`config.mk`:
```
export PLATFORM = sky130hd
export DESIGN_NAME = dcache_tag_compare_nway
export DESIGN_NICKNAME = d
export VERILOG_FILES = /design/src/rtl/dcache_pkg.sv /design/src/rtl/dcache_way_select.sv /design/src/rtl/dcache_tag_compare_nway.sv
export SDC_FILE = /design/constraint.sdc
export NUM_CORES = 1
export LEC_CHECK = 0
export BUFFER_PORTS_ARGS = -buffer_cell sky130_fd_sc_hd__buf_2
export CELL_PAD_IN_SITES_DETAIL_PLACEMENT = 2
export CELL_PAD_IN_SITES_GLOBAL_PLACEMENT = 2
export CORE_ASPECT_RATIO = 1.25
export CORE_MARGIN = 10
export CORE_UTILIZATION = 34
export CTS_CLUSTER_SIZE = 8
export DETAILED_ROUTE_END_ITERATION = 7
export PLACE_DENSITY_LB_ADDON = 0.1
export REMOVE_ABC_BUFFERS = 1
export SYNTH_ARGS = -nofsm -noshare
export SYNTH_HDL_FRONTEND = slang
export SYNTH_SLANG_ARGS = --single-unit
```
`constraint.sdc`:
```
create_clock -name clk -period 5.8 [get_ports clk]
set_input_delay 1.16 -clock clk [delete_from_list [all_inputs] [get_ports clk]]
set_output_delay 1.16 -clock clk [all_outputs]
set_load 0.02 [all_outputs]
```
`src/rtl/dcache_pkg.sv`:
```
// Shared class encoding and geometry helpers for the n-way DRAM-cache tag comparator.
package dcache_pkg;

  typedef enum logic [1:0] {
    RHIT,
    RMISS,
    WHIT,
    WMISS
  } access_class_e;

  function automatic int unsigned tag_width(input int unsigned addr_w,
                                            input int unsigned index_w,
                                            input int unsigned offset_w);
    return addr_w - index_w - offset_w;
  endfunction

  function automatic int unsigned way_bits(input int unsigned ways);
    return (ways > 1) ? $clog2(ways) : 1;
  endfunction

endpackage

```
`src/rtl/dcache_way_select.sv`:
```
// Combinational way selection: hit vector, lowest-way hit, multi-hit detect,
// and invalid-first / round-robin victim choice.
module dcache_way_select
  import dcache_pkg::*;
#(
  parameter  int unsigned WAYS      = 2,
  parameter  int unsigned TAG_WIDTH = 16,
  localparam int unsigned WAY_BITS  = way_bits(WAYS)
) (
  input  logic [TAG_WIDTH-1:0]      tag_i,
  input  logic [WAYS-1:0]           valid_i,
  input  logic [WAYS*TAG_WIDTH-1:0] tags_i,
  input  logic [WAY_BITS-1:0]       rr_ptr_i,
  output logic                      hit_o,
  output logic [WAY_BITS-1:0]       hit_way_o,
  output logic                      multi_hit_o,
  output logic [WAY_BITS-1:0]       victim_way_o,
  output logic                      all_valid_o
);

  logic [WAYS-1:0]     hit_vec;
  logic                hit_found;
  logic                inv_found;
  logic [WAY_BITS-1:0] inv_way;

  always_comb begin
    hit_vec = '0;
    for (int unsigned w = 0; w < WAYS; w++) begin
      hit_vec[w] = valid_i[w] && (tags_i[w*TAG_WIDTH +: TAG_WIDTH] == tag_i);
    end
  end

  always_comb begin
    hit_way_o = '0;
    hit_found = 1'b0;
    inv_way   = '0;
    inv_found = 1'b0;
    for (int unsigned w = 0; w < WAYS; w++) begin
      if (!hit_found && hit_vec[w]) begin
        hit_way_o = WAY_BITS'(w);
        hit_found = 1'b1;
      end
      if (!inv_found && !valid_i[w]) begin
        inv_way   = WAY_BITS'(w);
        inv_found = 1'b1;
      end
    end
  end

  // More than one bit set iff clearing the lowest set bit leaves something.
  assign multi_hit_o  = |(hit_vec & (hit_vec - WAYS'(1)));
  assign hit_o        = |hit_vec;
  assign all_valid_o  = &valid_i;
  assign victim_way_o = all_valid_o ? rr_ptr_i : inv_way;

endmodule

```
`src/rtl/dcache_tag_compare_nway.sv`:
```
// N-way DRAM-cache tag comparator: pairs response beats with pending requests and
// issues hit / fill / writeback traffic. Optional DCACHE_TAG_STATS_EN adds counters.
module dcache_tag_compare_nway
  import dcache_pkg::*;
#(
  parameter  int unsigned ADDR_WIDTH   = 32,
  parameter  int unsigned DATA_WIDTH   = 64,
  parameter  int unsigned TID_WIDTH    = 4,
  parameter  int unsigned WAYS         = 2,
  parameter  int unsigned INDEX_WIDTH  = 10,
  parameter  int unsigned OFFSET_WIDTH = 6,
  localparam int unsigned TAG_WIDTH    = tag_width(ADDR_WIDTH, INDEX_WIDTH, OFFSET_WIDTH),
  localparam int unsigned WAY_BITS     = way_bits(WAYS),
  localparam int unsigned ENTRY_W      = 2 + TAG_WIDTH + DATA_WIDTH
) (
  input  logic                          clk,
  input  logic                          rst_n,
  input  logic [WAYS*ENTRY_W-1:0]       rdata_i,
  input  logic                          rvalid_i,
  output logic                          rready_o,
  input  logic                          req_empty_i,
  output logic                          req_rden_o,
  input  logic [1+TID_WIDTH+ADDR_WIDTH-1:0] req_data_i,
  input  logic                          rob_afull_i,
  output logic                          rob_wren_o,
  output logic [TID_WIDTH+DATA_WIDTH-1:0] rob_data_o,
  input  logic                          ar_fifo_afull_i,
  output logic                          ar_fifo_wren_o,
  output logic [TID_WIDTH+ADDR_WIDTH-1:0] ar_fifo_data_o,
  input  logic                          fix_fifo_afull_i,
  output logic                          fix_fifo_wren_o,
  output logic [WAY_BITS+ADDR_WIDTH-1:0] fix_fifo_data_o,
  input  logic                          aw_fifo_afull_i,
  output logic                          aw_fifo_wren_o,
  output logic [ADDR_WIDTH-1:0]         aw_fifo_data_o,
  input  logic                          w_fifo_afull_i,
  output logic                          w_fifo_wren_o,
  output logic [DATA_WIDTH-1:0]         w_fifo_data_o,
  output logic [WAY_BITS-1:0]           victim_way_o,
  output logic                          err_multi_hit_o
`ifdef DCACHE_TAG_STATS_EN
  ,
  output logic [31:0]                   hit_cnt_o,
  output logic [31:0]                   miss_cnt_o,
  output logic [31:0]                   wb_cnt_o
`endif
);

  typedef enum logic [1:0] {
    S_IDLE,
    S_CMP,
    S_ISSUE
  } state_e;

  typedef struct packed {
    logic                  is_write;
    logic [TID_WIDTH-1:0]  tid;
    logic [ADDR_WIDTH-1:0] addr;
  } req_t;

  typedef struct packed {
    logic                 valid;
    logic                 dirty;
    logic [TAG_WIDTH-1:0] tag;
  } tag_entry_t;

  state_e                  state_q, state_d;
  req_t                    req_q;
  logic [WAYS*ENTRY_W-1:0] beat_q;
  access_class_e           cls_q, cls_d;
  logic [WAY_BITS-1:0]     hit_way_q, victim_q, rr_ptr_q, rr_ptr_nxt;
  logic                    need_wb_q, need_wb_d, rr_adv_q, err_q;

  logic [WAYS-1:0]           valid_v, dirty_v;
  logic [WAYS*TAG_WIDTH-1:0] tags_v;
  logic [TAG_WIDTH-1:0]      tag_v  [WAYS];
  logic [DATA_WIDTH-1:0]     data_v [WAYS];
  logic [TAG_WIDTH-1:0]      req_tag;

  logic                sel_hit, sel_multi, sel_all_valid;
  logic [WAY_BITS-1:0] sel_hit_way, sel_victim;

  logic accept, fire, miss_q, use_rob, use_fix, use_wb, sinks_ok;

  logic [TID_WIDTH+DATA_WIDTH-1:0] rob_new, rob_data_q;
  logic [TID_WIDTH+ADDR_WIDTH-1:0] ar_new, ar_data_q;
  logic [WAY_BITS+ADDR_WIDTH-1:0]  fix_new, fix_data_q;
  logic [ADDR_WIDTH-1:0]           aw_new, aw_data_q;
  logic [DATA_WIDTH-1:0]           w_new, w_data_q;
  logic [WAY_BITS-1:0]             victim_way_q;

  for (genvar w = 0; w < WAYS; w++) begin : g_unpack
    tag_entry_t ent;
    assign ent        = beat_q[w*ENTRY_W + DATA_WIDTH +: 2 + TAG_WIDTH];
    assign valid_v[w] = ent.valid;
    assign dirty_v[w] = ent.dirty;
    assign tag_v[w]   = ent.tag;
    assign tags_v[w*TAG_WIDTH +: TAG_WIDTH] = ent.tag;
    assign data_v[w]  = beat_q[w*ENTRY_W +: DATA_WIDTH];
  end

  assign req_tag = req_q.addr[ADDR_WIDTH-1 -: TAG_WIDTH];

  dcache_way_select #(
    .WAYS      (WAYS),
    .TAG_WIDTH (TAG_WIDTH)
  ) u_way_select (
    .tag_i        (req_tag),
    .valid_i      (valid_v),
    .tags_i       (tags_v),
    .rr_ptr_i     (rr_ptr_q),
    .hit_o        (sel_hit),
    .hit_way_o    (sel_hit_way),
    .multi_hit_o  (sel_multi),
    .victim_way_o (sel_victim),
    .all_valid_o  (sel_all_valid)
  );

  assign rready_o   = (state_q == S_IDLE) && !req_empty_i;
  assign req_rden_o = rvalid_i && rready_o;
  assign accept     = req_rden_o;

  always_comb begin
    if (req_q.is_write) cls_d = sel_hit ? WHIT : WMISS;
    else                cls_d = sel_hit ? RHIT : RMISS;
  end

  assign need_wb_d  = !sel_hit && valid_v[sel_victim] && dirty_v[sel_victim];
  assign rr_ptr_nxt = (rr_ptr_q == WAY_BITS'(WAYS - 1)) ? '0 : rr_ptr_q + WAY_BITS'(1);

  assign miss_q  = (cls_q == RMISS) || (cls_q == WMISS);
  assign use_rob = (cls_q == RHIT);
  assign use_fix = (cls_q == WHIT);
  assign use_wb  = miss_q && need_wb_q;

  // A clean miss only depends on the AR sink; evict sinks gate only writebacks.
  assign sinks_ok = !(use_rob && rob_afull_i) &&
                    !(use_fix && fix_fifo_afull_i) &&
                    !(miss_q  && ar_fifo_afull_i) &&
                    !(use_wb  && (aw_fifo_afull_i || w_fifo_afull_i));
  assign fire = (state_q == S_ISSUE) && sinks_ok;

  always_comb begin
    state_d = state_q;
    unique case (state_q)
      S_IDLE:  if (accept) state_d = S_CMP;
      S_CMP:   state_d = S_ISSUE;
      S_ISSUE: if (fire) state_d = S_IDLE;
      default: state_d = S_IDLE;
    endcase
  end

  assign rob_new = {req_q.tid, data_v[hit_way_q]};
  assign ar_new  = {req_q.tid, req_q.addr};
  assign fix_new = {hit_way_q, req_q.addr};
  assign aw_new  = {tag_v[victim_q], req_q.addr[OFFSET_WIDTH +: INDEX_WIDTH], {OFFSET_WIDTH{1'b0}}};
  assign w_new   = data_v[victim_q];

  // Payloads are presented in the issue cycle and held afterwards without a bubble.
  assign rob_wren_o      = fire && use_rob;
  assign fix_fifo_wren_o = fire && use_fix;
  assign ar_fifo_wren_o  = fire && miss_q;
  assign aw_fifo_wren_o  = fire && use_wb;
  assign w_fifo_wren_o   = fire && use_wb;

  assign rob_data_o      = rob_wren_o      ? rob_new  : rob_data_q;
  assign fix_fifo_data_o = fix_fifo_wren_o ? fix_new  : fix_data_q;
  assign ar_fifo_data_o  = ar_fifo_wren_o  ? ar_new   : ar_data_q;
  assign aw_fifo_data_o  = aw_fifo_wren_o  ? aw_new   : aw_data_q;
  assign w_fifo_data_o   = w_fifo_wren_o   ? w_new    : w_data_q;
  assign victim_way_o    = ar_fifo_wren_o  ? victim_q : victim_way_q;
  assign err_multi_hit_o = err_q;

  always_ff @(posedge clk) begin
    if (!rst_n) begin
      state_q      <= S_IDLE;
      req_q        <= '0;
      beat_q       <= '0;
      cls_q        <= RHIT;
      hit_way_q    <= '0;
      victim_q     <= '0;
      need_wb_q    <= 1'b0;
      rr_adv_q     <= 1'b0;
      rr_ptr_q     <= '0;
      err_q        <= 1'b0;
      rob_data_q   <= '0;
      ar_data_q    <= '0;
      fix_data_q   <= '0;
      aw_data_q    <= '0;
      w_data_q     <= '0;
      victim_way_q <= '0;
    end else begin
      state_q <= state_d;
      if (accept) begin
        req_q  <= req_t'(req_data_i);
        beat_q <= rdata_i;
      end
      if (state_q == S_CMP) begin
        cls_q     <= cls_d;
        hit_way_q <= sel_hit_way;
        victim_q  <= sel_victim;
        need_wb_q <= need_wb_d;
        rr_adv_q  <= !sel_hit && sel_all_valid;
        if (sel_multi) err_q <= 1'b1;
      end
      if (fire) begin
        if (use_rob) rob_data_q <= rob_new;
        if (use_fix) fix_data_q <= fix_new;
        if (miss_q) begin
          ar_data_q    <= ar_new;
          victim_way_q <= victim_q;
          if (rr_adv_q) rr_ptr_q <= rr_ptr_nxt;
        end
        if (use_wb) begin
          aw_data_q <= aw_new;
          w_data_q  <= w_new;
        end
      end
    end
  end

`ifdef DCACHE_TAG_STATS_EN
  logic [31:0] hit_cnt_q, miss_cnt_q, wb_cnt_q;

  always_ff @(posedge clk) begin
    if (!rst_n) begin
      hit_cnt_q  <= '0;
      miss_cnt_q <= '0;
      wb_cnt_q   <= '0;
    end else if (fire) begin
      if (!miss_q && hit_cnt_q != '1)  hit_cnt_q  <= hit_cnt_q + 32'd1;
      if (miss_q && miss_cnt_q != '1)  miss_cnt_q <= miss_cnt_q + 32'd1;
      if (use_wb && wb_cnt_q != '1)    wb_cnt_q   <= wb_cnt_q + 32'd1;
    end
  end

  assign hit_cnt_o  = hit_cnt_q;
  assign miss_cnt_o = miss_cnt_q;
  assign wb_cnt_o   = wb_cnt_q;
`endif

endmodule

```
# Word level (Yosys, flattened, before mapping)
# Cells that the tools add are included.
dict set report word_totals {
  elab_cells 109
  reg_bits 439
  in_bits 210
}
dict set report classes {
  order_cmp 3
  n_reduce_logical 44
  addsub 2
  eq_ne 9
  bitwise_logic 3
  muxes 30
}
# cell count
set op_table {}
lappend op_table {{64-bit two-way mux} 7}
lappend op_table {{68-bit two-way mux} 1}
lappend op_table {{16-bit two-way mux} 3}
lappend op_table {{36-bit two-way mux} 1}
lappend op_table {{33-bit two-way mux} 1}
lappend op_table {{16-bit == test} 2}
lappend op_table {{32-bit two-way mux} 1}
lappend op_table {{1-bit logical AND} 22}
lappend op_table {{2-bit AND reduction} 7}
lappend op_table {{1-bit two-way mux} 12}
lappend op_table {{1-bit zero test} 8}
lappend op_table {{2-bit == test, second input constant} 3}
lappend op_table {{2-bit two-way mux} 3}
lappend op_table {{2-bit case mux with 3 select lines} 1}
lappend op_table {{2-bit by 1-bit == test with 1-bit output, second input constant} 2}
lappend op_table {{2-bit >= comparator, second input constant} 2}
lappend op_table {{2-bit zero test} 2}
lappend op_table {{2-bit inequality test, second input constant} 2}
lappend op_table {{1-bit inverter with 2-bit output} 2}
lappend op_table {{2-bit OR reduction} 2}
lappend op_table {{3-bit AND reduction} 1}
lappend op_table {{2-bit bitwise AND} 1}
lappend op_table {{1-bit logical OR} 2}
lappend op_table {{1-bit by 2-bit < comparator with 1-bit output, second input constant} 1}
lappend op_table {{2 further kinds} 2}

# Depth between registers and ports, before layout
dict set report depth {
  depth_word 9
  depth_mapped 8
  depth_no_buf 6
}

# Modules after synthesis
# From an unflattened synthesis, not the netlist that was laid out.
dict set report unflattened {
  hier_cells 2415
  hier_area_um2 20395.8
}
# mod cells_each area_each_um2 instances
set by_module_without_submodules {}
lappend by_module_without_submodules {dcache_tag_compare_nway 2364 19994.2 1}
lappend by_module_without_submodules {dcache_way_select 51 401.6 1}

# Worst setup path after synthesis
# OpenSTA, ideal clock, no wires.
dict set report synth_path {
  path_kind {input -> output}
  startpoint {input w_fifo_afull_i}
  endpoint {output w_fifo_data_o[63]}
  required_time_ns 4.640
  arrival_ns 2.438
  path_slack_ns 2.202
  stages 5
  n_path_buf 2
  cell_sequence {o21ai_1 -> nand4_4 -> buf_6 -> buf_6 -> o21ai_0}
}
dict set report synth_between {
  elab_chain_cells 7
}
# item line
set synth_lines {}
lappend synth_lines {{start, declared} dcache_tag_compare_nway.sv:36} ;# input logic w_fifo_afull_i,
lappend synth_lines {{1-bit logical OR} dcache_tag_compare_nway.sv:140} ;# !(use_wb && (aw_fifo_afull_i || w_fifo_afull_i));
lappend synth_lines {{1-bit logical AND} dcache_tag_compare_nway.sv:140}
lappend synth_lines {{1-bit zero test} dcache_tag_compare_nway.sv:140}
lappend synth_lines {{1-bit logical AND} dcache_tag_compare_nway.sv:139} ;# !(miss_q && ar_fifo_afull_i) &&
lappend synth_lines {{1-bit logical AND} dcache_tag_compare_nway.sv:141} ;# assign fire = (state_q == S_ISSUE) && sinks_ok;
lappend synth_lines {{1-bit logical AND} dcache_tag_compare_nway.sv:164} ;# assign w_fifo_wren_o = fire && use_wb;
lappend synth_lines {{64-bit two-way mux} dcache_tag_compare_nway.sv:170} ;# assign w_fifo_data_o = w_fifo_wren_o ? w_new : w_data_q;
lappend synth_lines {{end, declared} dcache_tag_compare_nway.sv:38} ;# output logic [DATA_WIDTH-1:0] w_fifo_data_o,
# No other way between the ends.

# Worst setup path in the final report
dict set report layout_path {
  startpoint {input w_fifo_afull_i}
  endpoint {output w_fifo_data_o[42]}
}
# The elaborated chain is that of the path after synthesis.

==> run summary <==
The quantity of I/O buffers inserted on ports came out at ~450. The count of cell types in the netlist came out at 42. The worst-case IR drop observed on VDD is 234 uV. The total buffers and inverters traversed by the critical path is 3.

Based on the critical path, the design can be clocked at up to around 230 MHz. The initial utilization of the core area, before any placement, comes to 0.343. The transition at the pin with the smallest max-transition slack came out at between 1000 and 1500 ps. The routed design has roughly 70000 um of wire. Setup total negative slack on the finished layout was measured at 0 ps.

The horizontal die dimension is 228 um. The post-CTS resize count came out at 0. In this run the remaining antenna-violating nets after routing total 0. In this design, the largest share of critical-path delay is due to compound AO/OA/AOI/OAI gates. The worst setup path is of the in -> out kind. The final instance area is ~0.023 mm2. The average instance in the mapped netlist occupies 8.66 um2. The total setup buffers inserted after CTS is 0. The area enclosed by the die boundary came out at between 0.06 and 0.07 mm2.

The cell that appears most often on the critical path is sky130_fd_sc_hd__buf_2. Counting instances in the post-synthesis netlist gives the leading cell types as 600 x sky130_fd_sc_hd__nand2_1, 439 x sky130_fd_sc_hd__dfxtp_1, 231 x sky130_fd_sc_hd__and2_1, 202 x sky130_fd_sc_hd__a21boi_0, 145 x sky130_fd_sc_hd__mux2i_1. The max-cap check violation count is 0.

The routing usage on met1 is 0.235. The detailed placement HPWL is roughly 48000 um. The detailed router finished its first iteration with around 600 violations.

Of the post-synthesis cell area, the dominant cell type holds 0.477. Of the cells placed in the final design, the portion with a size suffix greater than 1 is 0.232. The number of endpoints with negative hold slack in the final report is 0.

between 400 and 500 I/O pins were placed. Across every metal layer, demand over resource in global routing totals 0.212. Setup repair after global routing left no endpoint under its margin. The DRC violations left is 0. The leakage power summed over all cells came out at 9.53 nW.

The post-CTS clock slew at the launch and capture registers of the worst setup and hold paths came out at roughly 50 ps. On the final layout, the worst clock skew is roughly 14 ps. The number of storage elements in the synthesis netlist came out at approximately 440. The weighted congestion reported at the end of routability-driven placement is approximately 0.78. The post-synthesis instance area is ~0.018 mm2. Among all flip-flop cells after synthesis, the most frequent one is sky130_fd_sc_hd__dfxtp_1. The stage delay of the slowest cell on the critical path came out at 520 ps.

The max-slew violation total from the final report is 0. STA classifies the critical path endpoint as an output pin. met2 is the most crowded layer. The maximum count of clock buffers along a single path is 3. Walking the worst path, the cells encountered are buf_2 -> o21ai_1 -> nand4_4 -> buf_12 -> o21ai_0 -> buf_2. The number of antenna violations at the first check in global routing is 23. The clock reaches the later pin of the worst-skew pair after roughly 600 ps. The detailed router placed 16043 vias in this run. The worst path required time is 4640 ps. Among all cell types in the netlist, the one instantiated most often is sky130_fd_sc_hd__nand2_1.

The global-route track usage on met3 came out at 0.0567. Of all cell types, the one taking the most synthesized area is sky130_fd_sc_hd__dfxtp_1. The part of the Yosys area used for sequential elements is 0.477.

The number of standard-cell rows in the floorplan came out at 95. The critical path startpoint category is a primary input. The largest net degree at the start of global routing came out at 188.

The final-report setup violation count came out at 0. By area the synthesized netlist is led by sky130_fd_sc_hd__dfxtp_1 48%, sky130_fd_sc_hd__nand2_1 12%, sky130_fd_sc_hd__a21boi_0 8.2%, sky130_fd_sc_hd__mux2i_1 7.9%, sky130_fd_sc_hd__and2_1 7.8%. The detail-routed via count per cell is 4.96. The post-layout instance count excluding filler cells is 3234. On the critical path, the stage with the largest delay is an instance of sky130_fd_sc_hd__nand4_4. The count of fill cells added during filler insertion came out at slightly above 6000. Buffers inserted to repair hold after CTS numbered 0. The kind of path behind the tightest hold check is reg -> reg. The root buffer cell chosen for the clock tree is sky130_fd_sc_hd__clkbuf_16.

The global-route wire length before repair came out at 106000 um. The total area inside the core boundary comes to 0.0537 mm2. The number of warnings reported in the yosys synthesis log came out at 0. The number of synthesized flops with an enable pin is 0. Relative to the synthesized area, the layout overhead comes to 22.9%.

The CTS buffer count came out at 60. The TritonCTS clock tree is yes. Dividing the detail-routed wire length by the instance count gives approximately 22 um. The data arrival time at the worst-slack endpoint came out at approximately 3300 ps.

At the end of the flow, the number of nets in the layout was around 2700. The via count of the first global-routing pass is between 15000 and 20000. The fraction of synthesis flops using an asynchronous set or reset pin came out at 0. The global-route met2 utilization is 0.387. The areal power density over the cells came out at 298 mW/mm2. After detailed placement, the total cell area comes to between 0.02 and 0.025 mm2. The run finished with clean final reports. The pre-antenna-repair detailed-routing pass consisted of 4 iterations. Hold timing on the final database bottoms out at a slack of between 400 and 500 ps. The number of placed instances, taps included is roughly 3200.

In the finished design, the share of the clock period the worst path needs comes to 0.761. The post-synthesis cell count is approximately 2100. The die outline height is ~280 um.

The worst max-slew margin expressed relative to the limit came out at 0.323. The overflow left after global routing came out at 0. The maximum fanout along the worst path is 68. The count of H-tree levels built during CTS came out at 2. The clock period minus final worst setup slack is ~4400 ps. The number of sinks on the clock net came out at between 400 and 500.
==> state kept, by name, summed over array words and instances (netlist names) <==
register / count
rob_data_q: 68
victim_q: 1
cls_q: 2
ar_new: 36
w_data_q: 64
rr_ptr_q: 1
beat_q: 164
state_q: 2
fix_data_q: 33
need_wb_q: 1
err_multi_hit_o: 1
req_q: 1
ar_data_q: 36
rr_adv_q: 1
aw_data_q: 26
hit_way_q: 1
victim_way_q: 1
==> worst register-to-register path: stages (launching register included) <==
cell and delay [ps]:
sky130_fd_sc_hd__dfxtp_1 360, sky130_fd_sc_hd__nor3_1 460, sky130_fd_sc_hd__nand2_4 270, sky130_fd_sc_hd__inv_6 380, sky130_fd_sc_hd__buf_4 840, sky130_fd_sc_hd__nand2_1 250, sky130_fd_sc_hd__a21boi_0 230
==> per-stage QoR <==
stage	utilization	setup slack, ps	power [mW]
after floorplan	-	-4140	3.46
after global placement	0.392	1400	3.71
after detailed placement	0.392	1360	3.73
after CTS	0.421	1360	6.86
after global routing	0.421	1230	7.03
final	0.421	1390	6.75
==> cell usage in the layout (no fill, tap or decap), types with 3 or more instances in the layout <==
cell                        Yosys  routed
sky130_fd_sc_hd__nand2_1      600     599
sky130_fd_sc_hd__a21oi_1       65      65
sky130_fd_sc_hd__mux2_4         9       9
sky130_fd_sc_hd__mux2_2        36      36
sky130_fd_sc_hd__nand4_1        4       4
sky130_fd_sc_hd__clkbuf_16      0      61
sky130_fd_sc_hd__mux2i_1      145     145
sky130_fd_sc_hd__nand3_1        5       4
sky130_fd_sc_hd__xor2_1        27      27
sky130_fd_sc_hd__and2_1       231     231
sky130_fd_sc_hd__inv_1          6       5
sky130_fd_sc_hd__buf_4         11      15
sky130_fd_sc_hd__clkbuf_1      92       3
sky130_fd_sc_hd__nand2b_1       3       3
sky130_fd_sc_hd__nor4_1         8       8
sky130_fd_sc_hd__buf_12         0       4
sky130_fd_sc_hd__mux2_1         3       3
sky130_fd_sc_hd__nor3_1         4       4
sky130_fd_sc_hd__conb_1         1       6
sky130_fd_sc_hd__diode_2        0      10
sky130_fd_sc_hd__nor2_1        66      66
sky130_fd_sc_hd__o21ai_0       83      83
sky130_fd_sc_hd__dfxtp_1      439     437
sky130_fd_sc_hd__buf_2         54     444
sky130_fd_sc_hd__a21boi_0     202     202
sky130_fd_sc_hd__xnor2_1        7       7
==> cell families (layout without fill, tap and decap cells) <==
kind of cell              after synthesis  after routing  synth area share
and+or+nand+nor                       933            933             0.230
DFF                                   439            439             0.477
AOI/OAI and AO/OA                     358            358             0.126
muxes                                 193            193             0.110
buffers and inverters                 167            534            0.0408
xor gates and xnor gates               34             34            0.0162
other                                   1             16          0.000204
==> final timing paths <==
check,from,endpoint,slack (ps),cells after the start
max,w_fifo_afull_i,w_fifo_data_o[42],1390,6
min,beat_q[80],beat_q[80],470,2
max reg2reg,state_q[0],beat_q[30],2920,6
min reg2reg,beat_q[80],beat_q[80],470,2
==> metal layers <==
layer  up-vias  part of all wire
li1       7626                 -
met1      7933              0.40
met2       342              0.51
met3       118             0.053
met4        24             0.026
met5         -            0.0023
==> power by group <==
part           switching, mW  internal, mW  total, mW
logic                  0.308         0.183      0.491
clock network           1.27          1.82       3.09
registers             0.0660          3.10       3.17
total                   1.64          5.11       6.75
==> cell type report <==
type	count	area [um2]	area share
Multi-Input combinational cell	1524	8900	0.393
Sequential cell	439	8800	0.389
Timing Repair Buffer	464	2430	0.107
Clock buffer	64	1540	0.0679
Tap cell	727	910	0.0402
Inverter	6	27.5	0.00122
Antenna cell	10	25.0	0.00111
(Power assumes the default switching activity.)
